==> config.mk <==
export PLATFORM = sky130hd
export DESIGN_NAME = exc_commit_ctrl_flat
export DESIGN_NICKNAME = d
export VERILOG_FILES = /design/src/rtl/exc_commit_ctrl_if.sv /design/src/rtl/exc_commit_ctrl.sv /design/src/flat_wrapper.sv
export SDC_FILE = /design/constraint.sdc
export NUM_CORES = 1
export LEC_CHECK = 0
export BUFFER_PORTS_ARGS = -buffer_cell sky130_fd_sc_hd__buf_2
export CAP_MARGIN = 25
export CELL_PAD_IN_SITES_DETAIL_PLACEMENT = 2
export CELL_PAD_IN_SITES_GLOBAL_PLACEMENT = 2
export CORE_AREA = 2 2 167 137
export DETAILED_ROUTE_END_ITERATION = 16
export DIE_AREA = 0 0 169 139
export GPL_TIMING_DRIVEN = 0
export PLACE_DENSITY_LB_ADDON = 0.2
export SKIP_LAST_GASP = 1
export SLEW_MARGIN = 20
export SYNTH_ARGS = -nofsm -noshare
export SYNTH_HDL_FRONTEND = slang
export SYNTH_SLANG_ARGS = --single-unit
==> constraint.sdc <==
create_clock -name clk -period 3.5 [get_ports clk]
set_input_delay 0.35 -clock clk [delete_from_list [all_inputs] [get_ports clk]]
set_output_delay 0.35 -clock clk [all_outputs]
set_load 0.05 [all_outputs]
==> src/rtl/exc_commit_ctrl_if.sv <==
// Pipeline-side bundle for the exception commit unit: MEM-stage sample, live CP0
// values, CP0 write port, stall, flush and redirect.
interface exc_commit_ctrl_if;
    logic        inst_valid_i;
    logic [4:0]  exc_flags_i;
    logic [31:0] inst_addr_i;
    logic        in_delayslot_i;
    logic [31:0] status_i;
    logic [31:0] cause_i;
    logic [31:0] epc_i;
    logic        cp0_we_o;
    logic [4:0]  cp0_waddr_o;
    logic [31:0] cp0_data_o;
    logic        busy_o;
    logic        flush_o;
    logic [31:0] new_pc_o;

    modport master (
        output inst_valid_i, exc_flags_i, inst_addr_i, in_delayslot_i,
               status_i, cause_i, epc_i,
        input  cp0_we_o, cp0_waddr_o, cp0_data_o, busy_o, flush_o, new_pc_o
    );

    modport slave (
        input  inst_valid_i, exc_flags_i, inst_addr_i, in_delayslot_i,
               status_i, cause_i, epc_i,
        output cp0_we_o, cp0_waddr_o, cp0_data_o, busy_o, flush_o, new_pc_o
    );
endinterface

==> src/rtl/exc_commit_ctrl.sv <==
// Exception commit unit: prioritises the MEM-stage event, sequences EPC/Cause/Status
// writes over the single CP0 write port, then flushes and redirects the pipeline.
module exc_commit_ctrl #(
    parameter logic [31:0] HANDLER_ADDR = 32'h0000_0020
) (
    input  logic            clk,
    input  logic            rst,
    exc_commit_ctrl_if.slave bus
);
    localparam int unsigned CODE_W = 5;
    localparam int unsigned REG_W  = 5;
    localparam int unsigned XLEN   = 32;

    localparam logic [REG_W-1:0] REG_STATUS = REG_W'(12);
    localparam logic [REG_W-1:0] REG_CAUSE  = REG_W'(13);
    localparam logic [REG_W-1:0] REG_EPC    = REG_W'(14);

    typedef enum logic [2:0] {
        IDLE,
        W_EPC,
        W_CAUSE,
        W_STATUS,
        REDIRECT
    } state_t;

    state_t              state_q, state_d;
    logic [CODE_W-1:0]   code_q;
    logic                eret_q;
    logic [XLEN-1:0]     addr_q;
    logic                ds_q;
    logic                exl_q;

    logic                we_q;
    logic [REG_W-1:0]    waddr_q;
    logic [XLEN-1:0]     data_q;
    logic                busy_q;
    logic                flush_q;
    logic [XLEN-1:0]     new_pc_q;

    logic                intr_c;
    logic                det_evt_c;
    logic                det_eret_c;
    logic [CODE_W-1:0]   det_code_c;
    logic                take_c;

    logic [CODE_W-1:0]   e_code_c;
    logic                e_eret_c;
    logic [XLEN-1:0]     e_addr_c;
    logic                e_ds_c;
    logic                e_exl_c;

    logic [XLEN-1:0]     epc_w_c;
    logic [XLEN-1:0]     cause_w_c;
    logic [XLEN-1:0]     status_w_c;

    assign intr_c = (|(bus.cause_i[15:8] & bus.status_i[15:8]))
                    && !bus.status_i[1] && bus.status_i[0];

    // Fixed-priority event decode of the MEM-stage instruction
    always_comb begin
        det_evt_c  = 1'b1;
        det_eret_c = 1'b0;
        det_code_c = '0;
        if (intr_c)                   det_code_c = CODE_W'(0);
        else if (bus.exc_flags_i[0])  det_code_c = CODE_W'(8);
        else if (bus.exc_flags_i[1])  det_code_c = CODE_W'(10);
        else if (bus.exc_flags_i[2])  det_code_c = CODE_W'(13);
        else if (bus.exc_flags_i[3])  det_code_c = CODE_W'(12);
        else if (bus.exc_flags_i[4])  det_eret_c = 1'b1;
        else                          det_evt_c  = 1'b0;
    end

    assign take_c = (state_q == IDLE) && bus.inst_valid_i && det_evt_c;

    // On the detect edge the first write must use the fresh sample, not the latch
    assign e_code_c = take_c ? det_code_c         : code_q;
    assign e_eret_c = take_c ? det_eret_c         : eret_q;
    assign e_addr_c = take_c ? bus.inst_addr_i    : addr_q;
    assign e_ds_c   = take_c ? bus.in_delayslot_i : ds_q;
    assign e_exl_c  = take_c ? bus.status_i[1]    : exl_q;

    always_comb begin
        state_d = state_q;
        case (state_q)
            IDLE: begin
                if (take_c) begin
                    if (det_eret_c)           state_d = W_STATUS;
                    else if (bus.status_i[1]) state_d = W_CAUSE;
                    else                      state_d = W_EPC;
                end
            end
            W_EPC:    state_d = W_CAUSE;
            W_CAUSE:  state_d = W_STATUS;
            W_STATUS: state_d = REDIRECT;
            REDIRECT: state_d = IDLE;
            default:  state_d = IDLE;
        endcase
    end

    // Write payloads; nested exceptions keep the existing BD bit
    always_comb begin
        epc_w_c        = e_ds_c ? (e_addr_c - XLEN'(4)) : e_addr_c;
        cause_w_c      = bus.cause_i;
        cause_w_c[31]  = e_exl_c ? bus.cause_i[31] : e_ds_c;
        cause_w_c[6:2] = e_code_c;
        status_w_c     = bus.status_i;
        status_w_c[1]  = ~e_eret_c;
    end

    always_ff @(posedge clk) begin
        if (rst) begin
            state_q  <= IDLE;
            code_q   <= '0;
            eret_q   <= 1'b0;
            addr_q   <= '0;
            ds_q     <= 1'b0;
            exl_q    <= 1'b0;
            we_q     <= 1'b0;
            waddr_q  <= '0;
            data_q   <= '0;
            busy_q   <= 1'b0;
            flush_q  <= 1'b0;
            new_pc_q <= '0;
        end else begin
            state_q <= state_d;
            if (take_c) begin
                code_q <= det_code_c;
                eret_q <= det_eret_c;
                addr_q <= bus.inst_addr_i;
                ds_q   <= bus.in_delayslot_i;
                exl_q  <= bus.status_i[1];
            end
            we_q    <= 1'b0;
            waddr_q <= '0;
            data_q  <= '0;
            busy_q  <= (state_d != IDLE);
            flush_q <= (state_d == REDIRECT);
            case (state_d)
                W_EPC: begin
                    we_q    <= 1'b1;
                    waddr_q <= REG_EPC;
                    data_q  <= epc_w_c;
                end
                W_CAUSE: begin
                    we_q    <= 1'b1;
                    waddr_q <= REG_CAUSE;
                    data_q  <= cause_w_c;
                end
                W_STATUS: begin
                    we_q    <= 1'b1;
                    waddr_q <= REG_STATUS;
                    data_q  <= status_w_c;
                end
                REDIRECT: new_pc_q <= e_eret_c ? bus.epc_i : HANDLER_ADDR;
                default: ;
            endcase
        end
    end

    assign bus.cp0_we_o    = we_q;
    assign bus.cp0_waddr_o = waddr_q;
    assign bus.cp0_data_o  = data_q;
    assign bus.busy_o      = busy_q;
    assign bus.flush_o     = flush_q;
    assign bus.new_pc_o    = new_pc_q;
endmodule

==> src/flat_wrapper.sv <==
// flat-port wrapper written by rule: the top's interface ports become plain ports
module exc_commit_ctrl_flat 
#(
    parameter logic [31:0] HANDLER_ADDR = 32'h0000_0020
)
  (clk, rst, bus_inst_valid_i, bus_exc_flags_i, bus_inst_addr_i, bus_in_delayslot_i, bus_status_i, bus_cause_i, bus_epc_i, bus_cp0_we_o, bus_cp0_waddr_o, bus_cp0_data_o, bus_busy_o, bus_flush_o, bus_new_pc_o);
  exc_commit_ctrl_if bus_i ();
  input  logic clk;
  input  logic rst;
  input wire logic [$bits(bus_i.inst_valid_i)-1:0] bus_inst_valid_i;
  input wire logic [$bits(bus_i.exc_flags_i)-1:0] bus_exc_flags_i;
  input wire logic [$bits(bus_i.inst_addr_i)-1:0] bus_inst_addr_i;
  input wire logic [$bits(bus_i.in_delayslot_i)-1:0] bus_in_delayslot_i;
  input wire logic [$bits(bus_i.status_i)-1:0] bus_status_i;
  input wire logic [$bits(bus_i.cause_i)-1:0] bus_cause_i;
  input wire logic [$bits(bus_i.epc_i)-1:0] bus_epc_i;
  output wire logic [$bits(bus_i.cp0_we_o)-1:0] bus_cp0_we_o;
  output wire logic [$bits(bus_i.cp0_waddr_o)-1:0] bus_cp0_waddr_o;
  output wire logic [$bits(bus_i.cp0_data_o)-1:0] bus_cp0_data_o;
  output wire logic [$bits(bus_i.busy_o)-1:0] bus_busy_o;
  output wire logic [$bits(bus_i.flush_o)-1:0] bus_flush_o;
  output wire logic [$bits(bus_i.new_pc_o)-1:0] bus_new_pc_o;
  assign bus_i.inst_valid_i = bus_inst_valid_i;
  assign bus_i.exc_flags_i = bus_exc_flags_i;
  assign bus_i.inst_addr_i = bus_inst_addr_i;
  assign bus_i.in_delayslot_i = bus_in_delayslot_i;
  assign bus_i.status_i = bus_status_i;
  assign bus_i.cause_i = bus_cause_i;
  assign bus_i.epc_i = bus_epc_i;
  assign bus_cp0_we_o = bus_i.cp0_we_o;
  assign bus_cp0_waddr_o = bus_i.cp0_waddr_o;
  assign bus_cp0_data_o = bus_i.cp0_data_o;
  assign bus_busy_o = bus_i.busy_o;
  assign bus_flush_o = bus_i.flush_o;
  assign bus_new_pc_o = bus_i.new_pc_o;
  exc_commit_ctrl #(.HANDLER_ADDR(HANDLER_ADDR)) u_core (.clk(clk), .rst(rst), .bus(bus_i));
endmodule
==> impl_metrics.yaml, run 1 <==
sta:
  fin_crit_ns: 3.38
  hold_viol: 0
  rsz0062_at_grt: "no"
  finalSetupViolCount: 0
  period_share_pct: 96.5
  slew_headroom_pct: 40.0
  final_max_slew_viol_count: 0
  worst_pin_slew_ns: 0.892
  fmax_ghz: 0.296
  skew_ns: 0.0172
logic_synthesis:
  yosysTopAreaCellShare_pct: 40.5
  ys_types: 70
  syn_area_um2: 5590
  synth_common_cells: "113 x dfxtp_1, 65 x nor2_1, 41 x nand2_1"
  synth-async-reset-ratio_pct: 0
  yosysWarnings: 0
  syn_inst: 620
  synth_seq_cells: 113
  ys_top_cells_by_area: "dfxtp_1 40%, mux2i_1 7.2%, a22o_1 5.0%"
  synth_nets: 758
  yosysTopAreaCell: "dfxtp_1"
  avgSynthCellArea_um2: 9.02
  ys.flop_type: "dfxtp_1"
  yosysMostFrequentCell: "dfxtp_1"
  synth_edf_count: 0
  ys_seq_area_share_pct: 40.5
critical_path:
  rr_endpoint: "u_core.bus.cp0_data_o[22]"
  crit_end: "u_core.bus.cp0_data_o[22]"
  worstPathArrival_ns: 3.65
  timing.rr.start: "u_core.state_q[0]"
  cp_max_fo: 8
  worstSetupPathType: "input pin to register"
  worst_setup_path_end_kind: "register"
  reg2reg_slack_ns: 0.20
  critical_path_required_ns: 3.78
  startpoint_type: "input pin"
  startpoint: "bus_exc_flags_i[0]"
  r2r_cells: 14
place:
  gp_congestion: 0.857
  dp_hpwl_um: 19500
  place_area_um2: 6980
  portBuffers: 201
  placedCellCount: 1101
drt:
  ant_nets: 0
  drt_wl_total_um: 25300
  initialDrtViolationCount: 266
  viasPerCell: 5.11
  wire_per_inst_um: 22.1
  first_pass_iters: 4
  drc: 0
  num_vias: 5854
global_routing:
  antenna_found_initial: 1
  gr-total-overflow: 0
  grt_pass1_vias: 6506
  grt_max_degree: 17
  grt_usage_pct: 21.7
  grt_pass1_wl_um: 38800
min_path:
  hold_depth: 2
  hold_path.class: "input pin to register"
cells_and_area:
  nets: 988
  syn_to_final_growth_pct: 37.6
  layout.cells.non_filler: 1146
  stdcell_area_um2: 7690
  drive_gt1_share_pct: 35.1
floorplan:
  die_h_um: 139
  die_area_um2: 23500
  die_w_um: 169
  io_pins: 209
  num_rows: 49
  start_util_pct: 25.5
  core-area_um2: 21900
clocking:
  clockBufferDepth: 2
  hold_buffers: 0
  cts_sinks: 113
  clk_pin_slew_ns: 0.07
  numCtsBuffers: 17
  htreeDepth: 4
  cts-root-buf: "clkbuf_16"
  clk_latency_ns: 0.43
  cts_tree: "built"
power:
  power_density_nw_per_um2: 621
  ir_drop_mv: 0.264
  leakage_nw: 3.47
run_status:
  status: "finished, final reports clean"
flow_run:
  drv_cap: 0
power breakdown:
part	total [mW]	internal, mW	switching (mW)
clock network	1.77	1.01	0.761
logic	1.50	0.490	1.01
registers	1.50	1.42	0.0805
total	4.78	2.92	1.85
critical path, stage by stage:
cell and delay [ns]:
buf_2 0.12, or4_4 0.58, o21a_4 0.27, a21oi_4 0.16
buf_12 0.15, mux2i_4 0.26, ha_2 0.24, nand3b_1 0.12
or4b_4 0.50, buf_6 0.16, nor4_2 0.20, mux2_4 0.23
xor2_2 0.18, o22ai_1 0.10
metrics by stage:
stage          util [%]  setup TNS, ns  power (mW)  setup WS, ns  hold WS (ns)
3_3_place_gp       31.8          -6.47        2.95        -0.859         0.442
3_5_place_dp       31.8          -7.95        2.99        -0.968         0.453
6_report           35.1              0        4.78         0.122         0.133
2_1_floorplan         -              0        2.49       0.00366         0.436
5_1_grt            35.0              0        5.01       0.00717         0.118
4_1_cts            34.8              0        4.80        0.0210         0.115
worst min path at each step:
stage                            startpoint                       to  slack (ns)
global route                  bus_epc_i[20]  u_core.bus.new_pc_o[20]        0.12
global placement          u_core.addr_q[18]        u_core.addr_q[18]        0.44
CTS                           bus_epc_i[20]  u_core.bus.new_pc_o[20]        0.12
finish                        bus_epc_i[20]  u_core.bus.new_pc_o[20]        0.13
floorplan                 u_core.addr_q[18]        u_core.addr_q[18]        0.44
detailed placement  u_core.bus.new_pc_o[16]  u_core.bus.new_pc_o[16]        0.45
kinds of logic after synthesis:
logic type / synth area share [%]
xor+xnor: 3.45
mux: 9.98
flops: 40.5
buf+inv: 4.27
simple gates: 21.2
fa+ha+maj: 0.224
other cells: 0.0671
compound gates: 20.3
timing repair:
action                                  4_1_cts  5_1_grt
setup buffers                                 6        4
endpoints found under the setup margin       10        7
gates resized for setup                       4        5
pin swaps                                     2        0
state kept, by name (all words and copies together) (netlist names):
register / count
u_core.bus.cp0_data_o: 32
u_core.exl_q: 1
u_core.addr_q: 32
u_core.bus.busy_o: 1
u_core.bus.cp0_waddr_o: 3
u_core.code_q: 5
u_core.bus.new_pc_o: 32
u_core.eret_q: 1
u_core.bus.cp0_we_o: 1
u_core.ds_q: 1
u_core.bus.flush_o: 1
u_core.state_q: 3
layer usage:
metal  track usage (%)  vias to the layer above  share of wire [%]
met2              35.2                      151                 46
met5                 0                        -                  0
met3              5.96                       18                6.0
met1              28.5                     2894                 47
met4              5.80                        0                1.2
li1                  -                     2791                  -
layout by cell type, fill, tap and decap left out, types with 12 or more instances in the layout:
master,instances
mux2i_1,38
buf_2,214
o21ai_0,18
dfxtp_1,110
nor3_1,23
a22o_1,32
nand3_1,22
clkbuf_16,17
a21o_1,13
nand2_1,41
nor2_1,65
a21oi_1,31
clkbuf_1,17
nand4_1,12
buf_4,14
layout make-up:
class / instances / area [µm²]
Buffer: 42 / 233
Clock buffer: 17 / 425
Sequential cell: 113 / 2270
Inverter: 5 / 18.8
Clock inverter: 15 / 160
Antenna cell: 3 / 7.51
Multi-Input combinational cell: 460 / 3150
Timing Repair Buffer: 211 / 1080
Tap cell: 280 / 350
Fill cell: 2502 / 14300
Power figures use the tool's default switching activity.
==> run 2, diff against run 1 <==
Settings changed: ABC_AREA from default to 1, CORE_AREA 2 2 167 137 to 2 2 180 147, DIE_AREA 0 0 169 139 to 0 0 182 149, PLACE_DENSITY from default to 0.76, PLACE_DENSITY_LB_ADDON 0.2 to default.
==> impl_metrics.yaml, run 2 <==
place:
  portBuffers: 201
  placedCellCount: 1412
  gp_congestion: 0.845
  place_area_um2: 7390
  dp_slack_ns: 0.542
  dp_hpwl_um: 21200
floorplan:
  io_pins: 209
  start_util_pct: 23.3
  die_w_um: 182
  num_rows: 53
  core-area_um2: 25600
  die_area_um2: 27100
  die_h_um: 149
clocking:
  cts_tree: "built"
  htreeDepth: 4
  cts_setup_buffers: 0
  cts-root-buf: "clkbuf_16"
  cts_resized: 0
  clockBufferDepth: 2
  clk_latency_ns: 0.43
  clk_pin_slew_ns: 0.06
  cts_sinks: 113
  hold_buffers: 0
  numCtsBuffers: 17
cells_and_area:
  antennaDiodeCount: 0
  stdcell_area_um2: 8010
  fillers: 3175
  seq_area_um2: 2260
  layout.cells.non_filler: 1444
  final_cell_mix: "257 x nand2_1, 210 x buf_2, 122 x nand3_1, 113 x dfxtp_1, 87 x inv_1"
  syn_to_final_growth_pct: 34.3
  drive_gt1_share_pct: 30.5
  multi_input_area_um2: 3080
  fin_util_pct: 31.3
  final_common_cell: "nand2_1"
  nets: 1239
logic_synthesis:
  synth_nets: 1019
  synth_seq_cells: 113
  syn_inst: 881
  yosysMostFrequentCell: "nand2_1"
  syn_area_um2: 5970
  ys_top_cells_by_area: "dfxtp_1 38%, nand2_1 16%, nand3_1 10%"
  synth_edf_count: 0
  avgSynthCellArea_um2: 6.77
  synth-async-reset-ratio_pct: 0
  ys_types: 43
  synth_common_cells: "257 x nand2_1, 122 x nand3_1, 113 x dfxtp_1"
  ys.flop_type: "dfxtp_1"
  yosysTopAreaCellShare_pct: 37.9
  yosysWarnings: 0
  yosysTopAreaCell: "dfxtp_1"
  ys_seq_area_share_pct: 37.9
min_path:
  hold_path.class: "input pin to register"
sta:
  fin_ws_ns: 0.622
  fmax_ghz: 0.348
  whs_ns: 0.141
  worst_pin_slew_ns: 0.744
  fin_setup_tns_ns: 0
  final_max_slew_viol_count: 0
  skew_ns: 0.00988
  slew_headroom_pct: 50.4
  period_share_pct: 82.2
  finalSetupViolCount: 0
  hold_viol: 0
  fin_crit_ns: 2.88
  rsz0062_at_grt: "no"
drt:
  ant_nets: 0
  num_vias: 6674
  viasPerCell: 4.62
  first_pass_iters: 4
  drt_wl_total_um: 27100
  initialDrtViolationCount: 222
  drc: 0
  wire_per_inst_um: 18.8
flow_run:
  drv_cap: 0
critical_path:
  reg2reg_slack_ns: 0.62
  startpoint_type: "register"
  worstSetupPathType: "register to register"
  worst_setup_path_end_kind: "register"
  critical_path_required_ns: 3.78
  cp_max_fo: 6
  worstPathArrival_ns: 3.16
global_routing:
  grt_pass1_vias: 7199
  grt_max_degree: 17
  gr-total-overflow: 0
  grt_pass1_wl_um: 41600
  antenna_found_initial: 0
  grt_usage_pct: 20.3
power:
  p_total_mw: 5.05
  leakage_nw: 4.05
  power_density_nw_per_um2: 630
  ir_drop_mv: 0.307
run_status:
  status: "finished, final reports clean"
run 2: cell count changes in the layout (fill, tap and decap cells not counted), moves of 22 or more:
cell     change
nand2_2     +28
nand3_1    +100
inv_1       +82
mux2i_1     -36
nand2_1    +216
nor2_2      +22
nor3_1      -23
a22o_1      -30
run 2: final cells by class:
type                       count  area share (%)
multi-input combinational    631            38.4
sequential                   113            28.2
timing repair buffer         201            12.6
clock buffer                  19            5.53
tap                          330            5.15
inverter                      93            4.36
buffer                        44            3.45
clock inverter                13            2.31
run 2: worst paths after layout:
kind,start,endpoint,depth (start not counted)
min,bus_epc_i[11],u_core.bus.new_pc_o[11],3
max,u_core.state_q[0],u_core.bus.cp0_data_o[14],13
min reg2reg,u_core.code_q[4],u_core.code_q[4],2
max reg2reg,u_core.state_q[0],u_core.bus.cp0_data_o[14],13
run 2: cells by family (layout without fill, tap and decap cells):
group	count (synthesis)	after routing	share of synthesized area (%)
and+or+nand+nor	555	555	43.3
buffers and inverters	137	370	10.5
DFF	113	113	37.9
AOI/OAI and AO/OA	70	70	7.42
xor gates and xnor gates	2	2	0.294
muxes	2	2	0.336
adders and majority gates	1	1	0.210
other	1	1	0.0628
run 2: worst max-delay path: stages (launching register included):
cell     delay (ns)
dfxtp_1        0.34
nor2_2         0.16
and3_1         0.17
buf_4          0.21
nand2_8        0.09
o21ai_1        0.38
ha_1           0.31
nand2_2        0.11
nor2_4         0.17
nand3_2        0.16
nor2_2         0.24
nand3_1        0.11
nand3_1        0.18
a21oi_1        0.10
run 2: report_power, final:
group | internal, mW | switching, mW
clock | 1.21 | 0.703
combinational | 0.457 | 1.21
sequential | 1.43 | 0.0456
total | 3.09 | 1.96
run 2: layer usage:
metal | up-vias | part of all wire (%) | global-route usage, % | wire length, µm
met2 | 164 | 48 | 34.4 | 12900
met4 | 0 | 1.3 | 5.20 | 360
met5 | - | 0 | 0 | 0
li1 | 3220 | - | - | -
met1 | 3264 | 46 | 26.6 | 12500
met3 | 26 | 4.7 | 3.98 | 1290
